==> src/rtl/regfile_wb_arbiter_pkg.sv <==
// Shared core definitions for the register-file write-back path.
//   XLEN        : datapath width
//   REG_ADDR_W  : architectural register index width
//   wb_entry_t  : one held long-latency result, layout {rd, data}
package regfile_wb_arbiter_pkg;

    localparam int XLEN       = 32;
    localparam int REG_ADDR_W = 5;
    localparam int NUM_REGS   = 1 << REG_ADDR_W;

    typedef logic [REG_ADDR_W-1:0] reg_addr_t;
    typedef logic [XLEN-1:0]       xlen_t;

    typedef struct packed {
        reg_addr_t rd;
        xlen_t     data;
    } wb_entry_t;

endpackage

==> src/rtl/wb_result_fifo.sv <==
// Holding buffer for long-latency results waiting for the regfile write port.
// Ports:
//   clk_i, rst_i   : clock, asynchronous active-low reset
//   push_i, data_i : enqueue an entry at the clock edge
//   pop_i          : dequeue the head at the clock edge
//   head_o         : oldest entry (valid when !empty_o)
//   full_o, empty_o: registered occupancy flags
// DEPTH must be a power of 2 (>= 2) so the pointers wrap by overflow.
module wb_result_fifo
    import regfile_wb_arbiter_pkg::*;
#(
    parameter int DEPTH = 2
) (
    input  logic      clk_i,
    input  logic      rst_i,
    input  logic      push_i,
    input  wb_entry_t data_i,
    input  logic      pop_i,
    output wb_entry_t head_o,
    output logic      full_o,
    output logic      empty_o
);

    localparam int PW = $clog2(DEPTH);

    wb_entry_t         mem_q [DEPTH];
    logic [PW-1:0]     wptr_q, rptr_q;
    logic [PW:0]       cnt_q, cnt_d;
    logic              do_push, do_pop;

    assign full_o  = (cnt_q == (PW+1)'(DEPTH));
    assign empty_o = (cnt_q == '0);
    assign head_o  = mem_q[rptr_q];

    // A push while full is accepted only if the head leaves in the same cycle.
    assign do_pop  = pop_i && !empty_o;
    assign do_push = push_i && (!full_o || do_pop);

    always_comb begin
        cnt_d = cnt_q;
        case ({do_push, do_pop})
            2'b10:   cnt_d = cnt_q + (PW+1)'(1);
            2'b01:   cnt_d = cnt_q - (PW+1)'(1);
            default: cnt_d = cnt_q;
        endcase
    end

    always_ff @(posedge clk_i or negedge rst_i) begin
        if (!rst_i) begin
            wptr_q <= '0;
            rptr_q <= '0;
            cnt_q  <= '0;
        end else begin
            if (do_push) wptr_q <= wptr_q + PW'(1);
            if (do_pop)  rptr_q <= rptr_q + PW'(1);
            cnt_q <= cnt_d;
        end
    end

    // Storage needs no reset: entries are only visible through cnt_q.
    always_ff @(posedge clk_i) begin
        if (do_push) mem_q[wptr_q] <= data_i;
    end

endmodule

==> src/rtl/regfile_wb_arbiter.sv <==
// Arbitrates the single regfile write port between the pipeline WB stage and
// buffered long-latency unit results, with a starvation guard and an optional
// pending-register scoreboard (macro REGFILE_WB_SCOREBOARD_EN).
// Ports:
//   clk_i, rst_i                   : clock, asynchronous active-low reset
//   pipe_wr_en_i/rd_i/data_i       : pipeline WB write request
//   lu_valid_i/rd_i/data_i         : long-latency result; lu_ready_o accepts
//   issue_valid_i/issue_rd_i       : ID issues a long-latency op to rd
//   rs1_label_i/rs2_label_i        : ID source registers for the hazard check
//   hazard_o                       : ID must stall
//   stall_o                        : forced-drain cycle, pipeline holds WB
//   rf_wr_en_o/rf_rd_o/rf_data_o   : regfile write port
module regfile_wb_arbiter
    import regfile_wb_arbiter_pkg::*;
#(
    parameter int FIFO_DEPTH   = 2,
    parameter int STARVE_LIMIT = 4
) (
    input  logic      clk_i,
    input  logic      rst_i,
    input  logic      pipe_wr_en_i,
    input  reg_addr_t pipe_rd_i,
    input  xlen_t     pipe_data_i,
    input  logic      lu_valid_i,
    input  reg_addr_t lu_rd_i,
    input  xlen_t     lu_data_i,
    output logic      lu_ready_o,
    input  logic      issue_valid_i,
    input  reg_addr_t issue_rd_i,
    input  reg_addr_t rs1_label_i,
    input  reg_addr_t rs2_label_i,
    output logic      hazard_o,
    output logic      stall_o,
    output logic      rf_wr_en_o,
    output reg_addr_t rf_rd_o,
    output xlen_t     rf_data_o
);

    localparam int SW = $clog2(STARVE_LIMIT + 1);

    wb_entry_t     head;
    logic          fifo_full, fifo_empty, fifo_push, fifo_pop;
    logic          pipe_grant, deny;
    logic [SW-1:0] starve_q, starve_d;
    logic          stall_q, stall_d;

    // Ready depends only on the registered fill level; rst_i only forces it
    // low while the block is held in reset.
    assign lu_ready_o = rst_i && !fifo_full;

    // x0 results never enter the buffer, so the head always has rd != 0.
    assign fifo_push = lu_valid_i && lu_ready_o && (lu_rd_i != '0);

    assign pipe_grant = pipe_wr_en_i && (pipe_rd_i != '0) && !stall_q;
    assign fifo_pop   = !pipe_grant && !fifo_empty;
    assign deny       = pipe_grant && !fifo_empty;

    assign rf_wr_en_o = pipe_grant || fifo_pop;
    assign rf_rd_o    = pipe_grant ? pipe_rd_i   : head.rd;
    assign rf_data_o  = pipe_grant ? pipe_data_i : head.data;
    assign stall_o    = stall_q;

    wb_result_fifo #(.DEPTH(FIFO_DEPTH)) u_fifo (
        .clk_i  (clk_i),
        .rst_i  (rst_i),
        .push_i (fifo_push),
        .data_i ('{rd: lu_rd_i, data: lu_data_i}),
        .pop_i  (fifo_pop),
        .head_o (head),
        .full_o (fifo_full),
        .empty_o(fifo_empty)
    );

    // Starve counter: the edge that would bring the count to the limit instead
    // clears it and raises stall_o for the following cycle. A deny cannot pop,
    // so the buffer is still non-empty when the stall cycle grants its head.
    always_comb begin
        starve_d = starve_q;
        stall_d  = 1'b0;
        if (fifo_pop) begin
            starve_d = '0;
        end else if (deny) begin
            if (starve_q == SW'(STARVE_LIMIT - 1)) begin
                starve_d = '0;
                stall_d  = 1'b1;
            end else begin
                starve_d = starve_q + SW'(1);
            end
        end
    end

    always_ff @(posedge clk_i or negedge rst_i) begin
        if (!rst_i) begin
            starve_q <= '0;
            stall_q  <= 1'b0;
        end else begin
            starve_q <= starve_d;
            stall_q  <= stall_d;
        end
    end

`ifdef REGFILE_WB_SCOREBOARD_EN
    logic [NUM_REGS-1:0] pend_q, pend_d, set_m, clr_m;

    // Set wins over clear so a re-issue to a draining rd stays pending.
    always_comb begin
        set_m = '0;
        clr_m = '0;
        if (issue_valid_i) set_m[issue_rd_i] = 1'b1;
        if (fifo_pop)      clr_m[head.rd]    = 1'b1;
        pend_d    = (pend_q & ~clr_m) | set_m;
        pend_d[0] = 1'b0;
    end

    always_ff @(posedge clk_i or negedge rst_i) begin
        if (!rst_i) pend_q <= '0;
        else        pend_q <= pend_d;
    end

    assign hazard_o = pend_q[rs1_label_i] || pend_q[rs2_label_i] ||
                      (issue_valid_i && pend_q[issue_rd_i]);
`else
    logic unused_sb;
    assign unused_sb = ^{issue_valid_i, issue_rd_i, rs1_label_i, rs2_label_i};
    assign hazard_o  = 1'b0;
`endif

endmodule

==> config.mk <==
export PLATFORM = sky130hd
export DESIGN_NAME = regfile_wb_arbiter
export DESIGN_NICKNAME = d
export VERILOG_FILES = /design/src/rtl/regfile_wb_arbiter_pkg.sv /design/src/rtl/wb_result_fifo.sv /design/src/rtl/regfile_wb_arbiter.sv
export SDC_FILE = /design/constraint.sdc
export NUM_CORES = 1
export LEC_CHECK = 0
export ABC_CLOCK_PERIOD_IN_PS = 5200
export BUFFER_PORTS_ARGS = -buffer_cell sky130_fd_sc_hd__clkbuf_2
export CAP_MARGIN = 20
export CORE_AREA = 2 2 86 121
export CTS_CLUSTER_DIAMETER = 40
export DETAILED_ROUTE_END_ITERATION = 8
export DIE_AREA = 0 0 88 123
export GPL_ROUTABILITY_DRIVEN = 0
export PLACE_DENSITY_LB_ADDON = 0.1
export SYNTH_ARGS = -nofsm -noshare
export SYNTH_HDL_FRONTEND = slang
export SYNTH_SLANG_ARGS = --single-unit
==> constraint.sdc <==
create_clock -name clk_i -period 5.2 [get_ports clk_i]
set_input_delay 1.04 -clock clk_i [delete_from_list [all_inputs] [get_ports clk_i]]
set_output_delay 1.04 -clock clk_i [all_outputs]
set_load 0.02 [all_outputs]
==> results.md, run 1 <==
| Step | Quantity | Value |
| --- | --- | --- |
| grt | Initial antenna violation count | 0 |
| route | Vias | 2197 |
| pwr | Share of power burned in registers | 44.9% |
| clocking | TritonCTS clock tree | built |
| sta | Fin crit share | 76.21% |
| grt | Vias in the first global route | 2223 |
| min path | Hold WC Path Type | flip-flop to flip-flop |
| pwr | Switching part of the total | 29.68% |
| synth | Number of nets produced by synthesis | 305 |
| synth | Number of flops mapped to enable cells by yosys | 74 |
| layout | Final standard cell area without fillers | 4603 um^2 |
| synth | Cell type with the largest total area after synthesis | sky130_fd_sc_hd__edfxtp_1 |
| sta | RSZ-0062 raised after global routing | no |
| sta | Number of pins with negative max-slew slack in the final report | 0 |
| floorplanning | Row cnt | 43 |
| synth | Share of Yosys cell area claimed by the top area cell type | 61.35% |
| floorplanning | Die Ht | 123 um |
| pwr | Leakage power figure | 1.823 nW |
| placed design | Placed standard-cell area | 4352 um^2 |
| placed design | Worst slack at placement | 1203 ps |
| critical path | Worst setup path end | rf_rd_o[2] |
| synth | Main synth FF type | sky130_fd_sc_hd__edfxtp_1 |
| sta | Skew final | 3.539 ps |
| critical path | Critical path data required time | 4160 ps |
| layout | Antenna Diode Count | 0 |
| synth | Cell variety after synth | 39 |
| critical path | R2R depth | 7 |
| synth | Synth warn | 0 |
| layout | Finished Layout Cells | 469 |
| pwr | Internal power component | 1.437 mW |
| synth | Proportion of synthesized chip area in sequential cells | 66.87% |
| pwr | Final Total Pwr | 2.044 mW |
| placed design | Placed cells | 454 |
| clocking | Clk Latency, worst-skew pair | 330 ps |
| route | Via density per instance | 4.684 |
| critical path | Largest fanout on the critical path | 31 |
| critical path | Worst setup EP type | primary output |
| route | Initial detailed-routing violation count | 49 |
| synth | Number of synthesized register bits | 82 |
| clocking | Post-CTS sizing | 0 |
| floorplanning | Die width | 88 um |
| status | Outcome | finished, final reports clean |
| floorplanning | Top-Level Pins | 135 |
| sta | Tmin final | 3963 ps |
| clocking | Post-CTS setup buffer count | 0 |
| floorplanning | Die ar. | 10820 um^2 |
| sta | Min setup slack post-route | 1237 ps |
| job | Max-Cap Viols | 0 |
| route | DRC Markers | 0 |
| clocking | Number of buffers created by CTS | 9 |
| synth | Share of synthesized flip-flops with an asynchronous set or reset | 9.756% |
| placed design | Detailed Place HPWL | 4665 um |
| layout | Area taken by flip-flops and latches | 2424 um^2 |
| placed design | Buffers on Ports | 117 |
| layout | Count of filler cells inserted in the layout | 894 |
| sta | Worst Max-Slew Pin Slew | 951.8 ps |
| critical path | Worst Path Arrival | 2920 ps |
| critical path | Setup Crit Path Kind | primary input to primary output |
| sta | Count of endpoints failing hold in the final timing report | 0 |
| sta | Setup TNS after final layout | 0 ps |
| layout | Area of combinational cells with multiple inputs | 1127 um^2 |
| sta | Final count of negative-setup-slack endpoints | 0 |
| synth | Most frequent cells after synthesis | sky130_fd_sc_hd__edfxtp_1, sky130_fd_sc_hd__mux2_2, sky130_fd_sc_hd__dfrtp_1 |
| clocking | Buffer cell driving the clock tree root | sky130_fd_sc_hd__clkbuf_16 |
| pwr | Clock group share of total power | 26.2% |
| critical path | R2r setup slk | 3050 ps |
| clocking | Reg clk slew, reported paths | 50 ps |
| clocking | H-tree levels | 3 |
| grt | Total track usage | 13.33% |
| pwr | Worst ir drop on vdd | 0.2942 mV |
| layout | Number of nets in the layout | 426 |
| critical path | End of the worst register-to-register path | u_fifo.cnt_q[1] |
| synth | Average cell area after synthesis | 17.33 um^2 |
| sta | Relative max-transition margin | 36.55% |
| pwr | Power dissipated by switching net loads | 606.6 uW |
| synth | Number of cells produced by synthesis | 209 |
| grt | Grt ovf | 0 |
| floorplanning | Core Region | 9738 um^2 |
| route | Number of search-and-repair iterations in the first detailed-routing pass | 4 |
| pwr | Proportion of power drawn by combinational gates | 28.9% |
| clocking | Number of buffers on the longest clock path | 2 |
| clocking | Clock sink count | 82 |
| critical path | Beginning of the critical path | pipe_rd_i[2] |
| critical path | R2r startpoint | stall_o |
| route | Drt total wl | 6887 um |
| sta | Worst Hold Slack | 502.4 ps |
| clocking | Count of hold buffers inserted by post-cts repair | 0 |
| floorplanning | Effective utilization at floorplan | 37.20% |
| grt | Global-route wire length before repair | 10580 um |
| synth | Cell with the most instances after synthesis | sky130_fd_sc_hd__edfxtp_1 |
| synth | Leading post-synthesis cells by cell area | sky130_fd_sc_hd__edfxtp_1, sky130_fd_sc_hd__mux2_2, sky130_fd_sc_hd__dfrtp_1, sky130_fd_sc_hd__mux2_4, sky130_fd_sc_hd__buf_6 |
| grt | Pin count of the biggest net entering global routing | 41 |
| layout | Fraction of final layout cells sized beyond drive strength 1 | 62.87% |
| sta | Peak Freq | 252.3 MHz |
| pwr | Pwr per Cell Area | 444.0 nW/um^2 |
| layout | Core utilization of the finished layout | 47.27% |
| synth | Netlist area before placement | 3622 um^2 |
| layout | Growth of design area from synthesis to finish | 27.08% |
| route | Post-route ant nets | 0 |
| route | Average wire per standard cell | 14.68 um |
| critical path | Nature of the critical path startpoint | primary input |
-- critical path: stages --
cell and delay [ps]:
sky130_fd_sc_hd__clkbuf_2 90, sky130_fd_sc_hd__or4_4 580, sky130_fd_sc_hd__o21ai_4 400, sky130_fd_sc_hd__buf_12 270
sky130_fd_sc_hd__mux2_2 350, sky130_fd_sc_hd__clkbuf_2 150
-- state kept, by name, indices dropped and copies added, names as in the netlist --
name           cells
starve_q           3
u_fifo.wptr_q      1
u_fifo.rptr_q      1
stall_o            1
u_fifo.cnt_q       2
u_fifo.mem_q      74
-- cell families (layout without fill, tap and decap cells) --
| kind of cell | after synthesis | count (layout) | synth area share (%) |
|---|---|---|---|
| flops | 82 | 82 | 66.87 |
| mux | 72 | 72 | 22.76 |
| simple gates | 22 | 22 | 3.316 |
| compound gates | 14 | 14 | 3.178 |
| buf+inv | 13 | 138 | 2.349 |
| xor+xnor | 3 | 3 | 0.7255 |
| fa+ha+maj | 2 | 2 | 0.6907 |
| other cells | 1 | 1 | 0.1035 |
-- power by group through the flow --
stage               Sequential, mW  Clock [mW]  Combinational (mW)
global route                 0.934       0.582               0.643
global placement             0.933           0               0.599
floorplan                    0.863           0               0.489
finish                       0.918       0.536               0.590
detailed placement           0.937           0               0.600
CTS                          0.923       0.557               0.603
-- layout by cell type, fill, tap and decap left out, drive strengths merged, types with 3 or more instances in the layout --
cell type	synthesis	routed
nor3	3	3
mux2	71	71
dfrtp	8	8
clkbuf	6	127
buf	4	3
edfxtp	74	74
clkinv	0	5
nand2	5	5
nor2	3	3
or4	3	3
inv	3	3
-- worst min path at each step --
stage | end | depth (start not counted) | from
2_1_floorplan | starve_q[2] | 2 | starve_q[2]
3_5_place_dp | starve_q[2] | 2 | starve_q[2]
5_1_grt | starve_q[1] | 2 | starve_q[1]
6_report | starve_q[1] | 2 | starve_q[1]
4_1_cts | starve_q[2] | 2 | starve_q[2]
3_3_place_gp | starve_q[1] | 2 | starve_q[1]
-- per-layer routing --
metal / up-vias / part of all wire, % / track usage [%]
met2: 63 / 54 / 24.15
met5: - / 0 / 0
met4: 0 / 1.9 / 7.500
met1: 1071 / 39 / 14.03
met3: 11 / 4.7 / 2.804
li1: 1052 / - / -
-- layout make-up --
class,count,share of cell area [%]
Inverter,3,0.2446
Multi-Input combinational cell,114,24.49
Clock inverter,5,0.4893
Clock buffer,10,4.974
Tap cell,135,3.669
Timing Repair Buffer,120,13.48
Sequential cell,82,52.65
Note: power is estimated with default switching activity, not from simulation.
==> run 2: changes to the inputs <==
--- a/config.mk
+++ b/config.mk
@@ -5,7 +5,7 @@
 export SDC_FILE = /design/constraint.sdc
 export NUM_CORES = 1
 export LEC_CHECK = 0
-export ABC_CLOCK_PERIOD_IN_PS = 5200
+export ABC_CLOCK_PERIOD_IN_PS = 3600
 export BUFFER_PORTS_ARGS = -buffer_cell sky130_fd_sc_hd__clkbuf_2
 export CAP_MARGIN = 20
 export CORE_AREA = 2 2 86 121
==> constraint.sdc (replaced) <==
create_clock -name clk_i -period 3.6 [get_ports clk_i]
set_input_delay 0.72 -clock clk_i [delete_from_list [all_inputs] [get_ports clk_i]]
set_output_delay 0.72 -clock clk_i [all_outputs]
set_load 0.02 [all_outputs]
==> run 2 against run 1 <==
Net effect: largest cell class unchanged; critical path depth stayed put; utilization up 0.46 points; count of clock-buffer cells in the layout rose by 1; clock power increased by 64%.
==> results.md, run 2 (synthesized netlist as in run 1, its figures left out) <==
| Step | Quantity | Value | Delta |
| --- | --- | --- | --- |
| critical path | End of the worst register-to-register path | u_fifo.cnt_q[1] | unchanged |
| route | Number of search-and-repair iterations in the first detailed-routing pass | 4 | unchanged |
| pwr | Proportion of power drawn by combinational gates | 28.1% | was 28.9% |
| critical path | Cell family with most CP delay | simple AND/OR/NAND/NOR gates | unchanged |
| critical path | Largest fanout on the critical path | 20 | was 31 |
| floorplanning | Die Ht | 123 um | unchanged |
| clocking | Number of buffers on the longest clock path | 2 | unchanged |
| pwr | Internal power component | 2.158 mW | was 1.437 mW |
| route | Average wire per standard cell | 14.86 um | was 14.68 um |
| job | Max-Cap Viols | 0 | unchanged |
| floorplanning | Top-Level Pins | 135 | unchanged |
| pwr | Power dissipated by switching net loads | 905.2 uW | was 606.6 uW |
| grt | Initial antenna violation count | 0 | unchanged |
| critical path | Largest stage delay, worst path | 580 ps | about the same |
| layout | Fraction of final layout cells sized beyond drive strength 1 | 63.50% | was 62.87% |
| route | Post-route ant nets | 0 | unchanged |
| sta | Final count of negative-setup-slack endpoints | 0 | unchanged |
| route | Drt total wl | 7013 um | was 6887 um |
| layout | Flip-flop count of the largest register after layout | 74 | unchanged |
| placed design | Buffers on Ports | 117 | unchanged |
| clocking | Buffer cell driving the clock tree root | sky130_fd_sc_hd__clkbuf_16 | unchanged |
| route | Vias | 2187 | was 2197 |
| critical path | R2r startpoint | stall_o | unchanged |
| layout | Number of nets in the layout | 428 | was 426 |
| route | DRC Markers | 0 | unchanged |
| sta | Relative max-transition margin | 37.05% | was 36.55% |
| clocking | Count of hold buffers inserted by post-cts repair | 0 | unchanged |
| pwr | Share of power burned in registers | 43.2% | was 44.9% |
| layout | Growth of design area from synthesis to finish | 28.32% | was 27.08% |
| critical path | Worst Path Arrival | 2450 ps | was 2920 ps |
| placed design | Placed cells | 456 | was 454 |
| clocking | Number of buffers created by CTS | 9 | unchanged |
| sta | Fin crit share | 88.04% |  |
| sta | Peak Freq | 315.5 MHz |  |
| sta | Tmin final | 3169 ps |  |
| clocking | Post-CTS setup buffer count | 0 | unchanged |
| grt | Pin count of the biggest net entering global routing | 41 | unchanged |
| layout | Finished Layout Cells | 472 | was 469 |
| critical path | Worst setup EP type | primary output | unchanged |
| critical path | Slowest cell on the critical path | sky130_fd_sc_hd__or4_4 | unchanged |
| route | Via density per instance | 4.633 | was 4.684 |
| critical path | Beginning of the critical path | pipe_rd_i[2] | unchanged |
| grt | Global-route wire length before repair | 10470 um | was 10580 um |
| layout | Biggest registers after layout | u_fifo.mem_q (74), starve_q (3), u_fifo.cnt_q (2) | unchanged |
| route | Initial detailed-routing violation count | 48 | was 49 |
| pwr | Leakage power figure | 1.835 nW | was 1.823 nW |
| floorplanning | Core Region | 9738 um^2 | unchanged |
| status | Outcome | finished, final reports clean | unchanged |
| layout | Commonest cells after routing, fill and taps aside | sky130_fd_sc_hd__clkbuf_2, sky130_fd_sc_hd__edfxtp_1, sky130_fd_sc_hd__mux2_2, sky130_fd_sc_hd__clkbuf_16, sky130_fd_sc_hd__dfrtp_1 | unchanged |
| grt | Vias in the first global route | 2186 | was 2223 |
| sta | RSZ-0062 raised after global routing | no | unchanged |
| critical path | Setup Crit Path Kind | primary input to primary output | unchanged |
| critical path | Nature of the critical path startpoint | primary input | unchanged |
| pwr | Clock group share of total power | 28.7% | was 26.2% |
| layout | Most common cell after layout, fill and taps aside | sky130_fd_sc_hd__clkbuf_2 | unchanged |
| sta | Number of pins with negative max-slew slack in the final report | 0 | unchanged |
| floorplanning | Die ar. | 10820 um^2 | unchanged |
| critical path | Crit path cell chain | clkbuf_2 -> or4_4 -> o21ai_4 -> buf_4 -> mux2_2 -> clkbuf_2 | was clkbuf_2 -> or4_4 -> o21ai_4 -> buf_12 -> mux2_2 -> clkbuf_2 |
| clocking | H-tree levels | 3 | unchanged |
| sta | Setup TNS after final layout | 0 ps | unchanged |
| clocking | Clock sink count | 82 | unchanged |
| grt | Total track usage | 13.18% | was 13.33% |
| layout | Largest reg by FF count | u_fifo.mem_q | unchanged |
| layout | Antenna Diode Count | 0 | unchanged |
| sta | Worst Max-Slew Pin Slew | 944.3 ps | was 951.8 ps |
| placed design | Detailed Place HPWL | 4784 um | was 4665 um |
| pwr | Pwr per Cell Area | 659.0 nW/um^2 | was 444.0 nW/um^2 |
| floorplanning | Effective utilization at floorplan | 37.20% | unchanged |
| layout | Count of filler cells inserted in the layout | 887 | was 894 |
| min path | Hold WC Path Type | primary input to async pin | was flip-flop to flip-flop |
| floorplanning | Die width | 88 um | unchanged |
| critical path | Critical path data required time | 2880 ps | was 4160 ps |
| critical path | Worst Path Buf+Inv | 3 | unchanged |
| critical path | Worst setup path end | rf_data_o[31] | was rf_rd_o[2] |
| pwr | Worst ir drop on vdd | 0.3991 mV | was 0.2942 mV |
| critical path | R2R depth | 7 | unchanged |
| pwr | Switching part of the total | 29.55% | was 29.68% |
| critical path | R2r setup slk | 1470 ps | was 3050 ps |
| critical path | Critical path's most frequent cell | sky130_fd_sc_hd__clkbuf_2 | unchanged |
| sta | Skew final | 4.973 ps | was 3.539 ps |
| sta | Count of endpoints failing hold in the final timing report | 0 | unchanged |
| clocking | Clk Latency, worst-skew pair | 330 ps | about the same |
| clocking | TritonCTS clock tree | built | unchanged |
| clocking | Reg clk slew, reported paths | 60 ps | was 50 ps |
| grt | Grt ovf | 0 | unchanged |
| critical path | Crit. path cell count | 6 | unchanged |
| clocking | Post-CTS sizing | 0 | unchanged |
| floorplanning | Row cnt | 43 | unchanged |
-- run 2: changes by cell type in the layout (fill, tap and decap cells not counted), sizes merged --
cell | previous run | this run
clkinv | 5 | 2
buf | 3 | 5
clkinvlp | 0 | 2
bufinv | 0 | 1
clkbuf | 127 | 128
-- run 2: worst min-delay path by stage --
stage,start,cells after the start,endpoint
final,rst_i,1,stall_o
after global routing,rst_i,1,stall_o
after CTS,rst_i,1,stall_o
after detailed placement,starve_q[2],2,starve_q[2]
after global placement,starve_q[2],2,starve_q[2]
after floorplan,rst_i,0,stall_o
-- run 2: worst reg2reg max path: stages (launching register included) --
cell and delay (ps):
sky130_fd_sc_hd__dfrtp_1 380, sky130_fd_sc_hd__nor2b_1 480, sky130_fd_sc_hd__o21ai_4 150, sky130_fd_sc_hd__buf_4 260, sky130_fd_sc_hd__o21a_1 150, sky130_fd_sc_hd__ha_1 320, sky130_fd_sc_hd__nor2_1 140, sky130_fd_sc_hd__xor2_1 160
-- run 2: routing by layer --
metal	up-vias	share of wire, %	global-route usage [%]
li1	1060	-	-
met1	1053	39	14.11
met2	65	54	23.48
met3	9	5.1	4.072
met4	0	1.7	5.865
met5	-	0	0
-- run 2: final cells by class --
| type | instances | area, um^2 | share of cell area (%) |
|---|---|---|---|
| clock inverter | 5 | 55.05 | 1.184 |
| tap | 135 | 168.9 | 3.634 |
| clock buffer | 11 | 232.7 | 5.007 |
| inverter | 3 | 11.26 | 0.2423 |
| multi-input combinational | 114 | 1134 | 24.39 |
| sequential | 82 | 2424 | 52.14 |
| timing repair buffer | 122 | 623.1 | 13.41 |
-- run 2: power groups by stage --
stage	clock network [mW]	registers, mW	logic (mW)
after floorplan	0	1.24	0.708
after global placement	0	1.35	0.872
after detailed placement	0	1.35	0.877
after CTS	0.899	1.33	0.883
after global routing	0.937	1.35	0.936
final	0.878	1.32	0.862
-- run 2: through the flow --
stage	instance area [um^2]	power [mW]	util [%]	hold WS, ps	worst slack (ps)
after floorplan	3627	1.952	-	424.4	697.6
after global placement	4360	2.219	44.78	467.1	436.3
after detailed placement	4360	2.228	44.78	478.1	419.9
after CTS	4648	3.114	47.73	252.0	407.5
after global routing	4648	3.222	47.73	266.6	358.8
final	4648	3.063	47.73	255.1	430.6
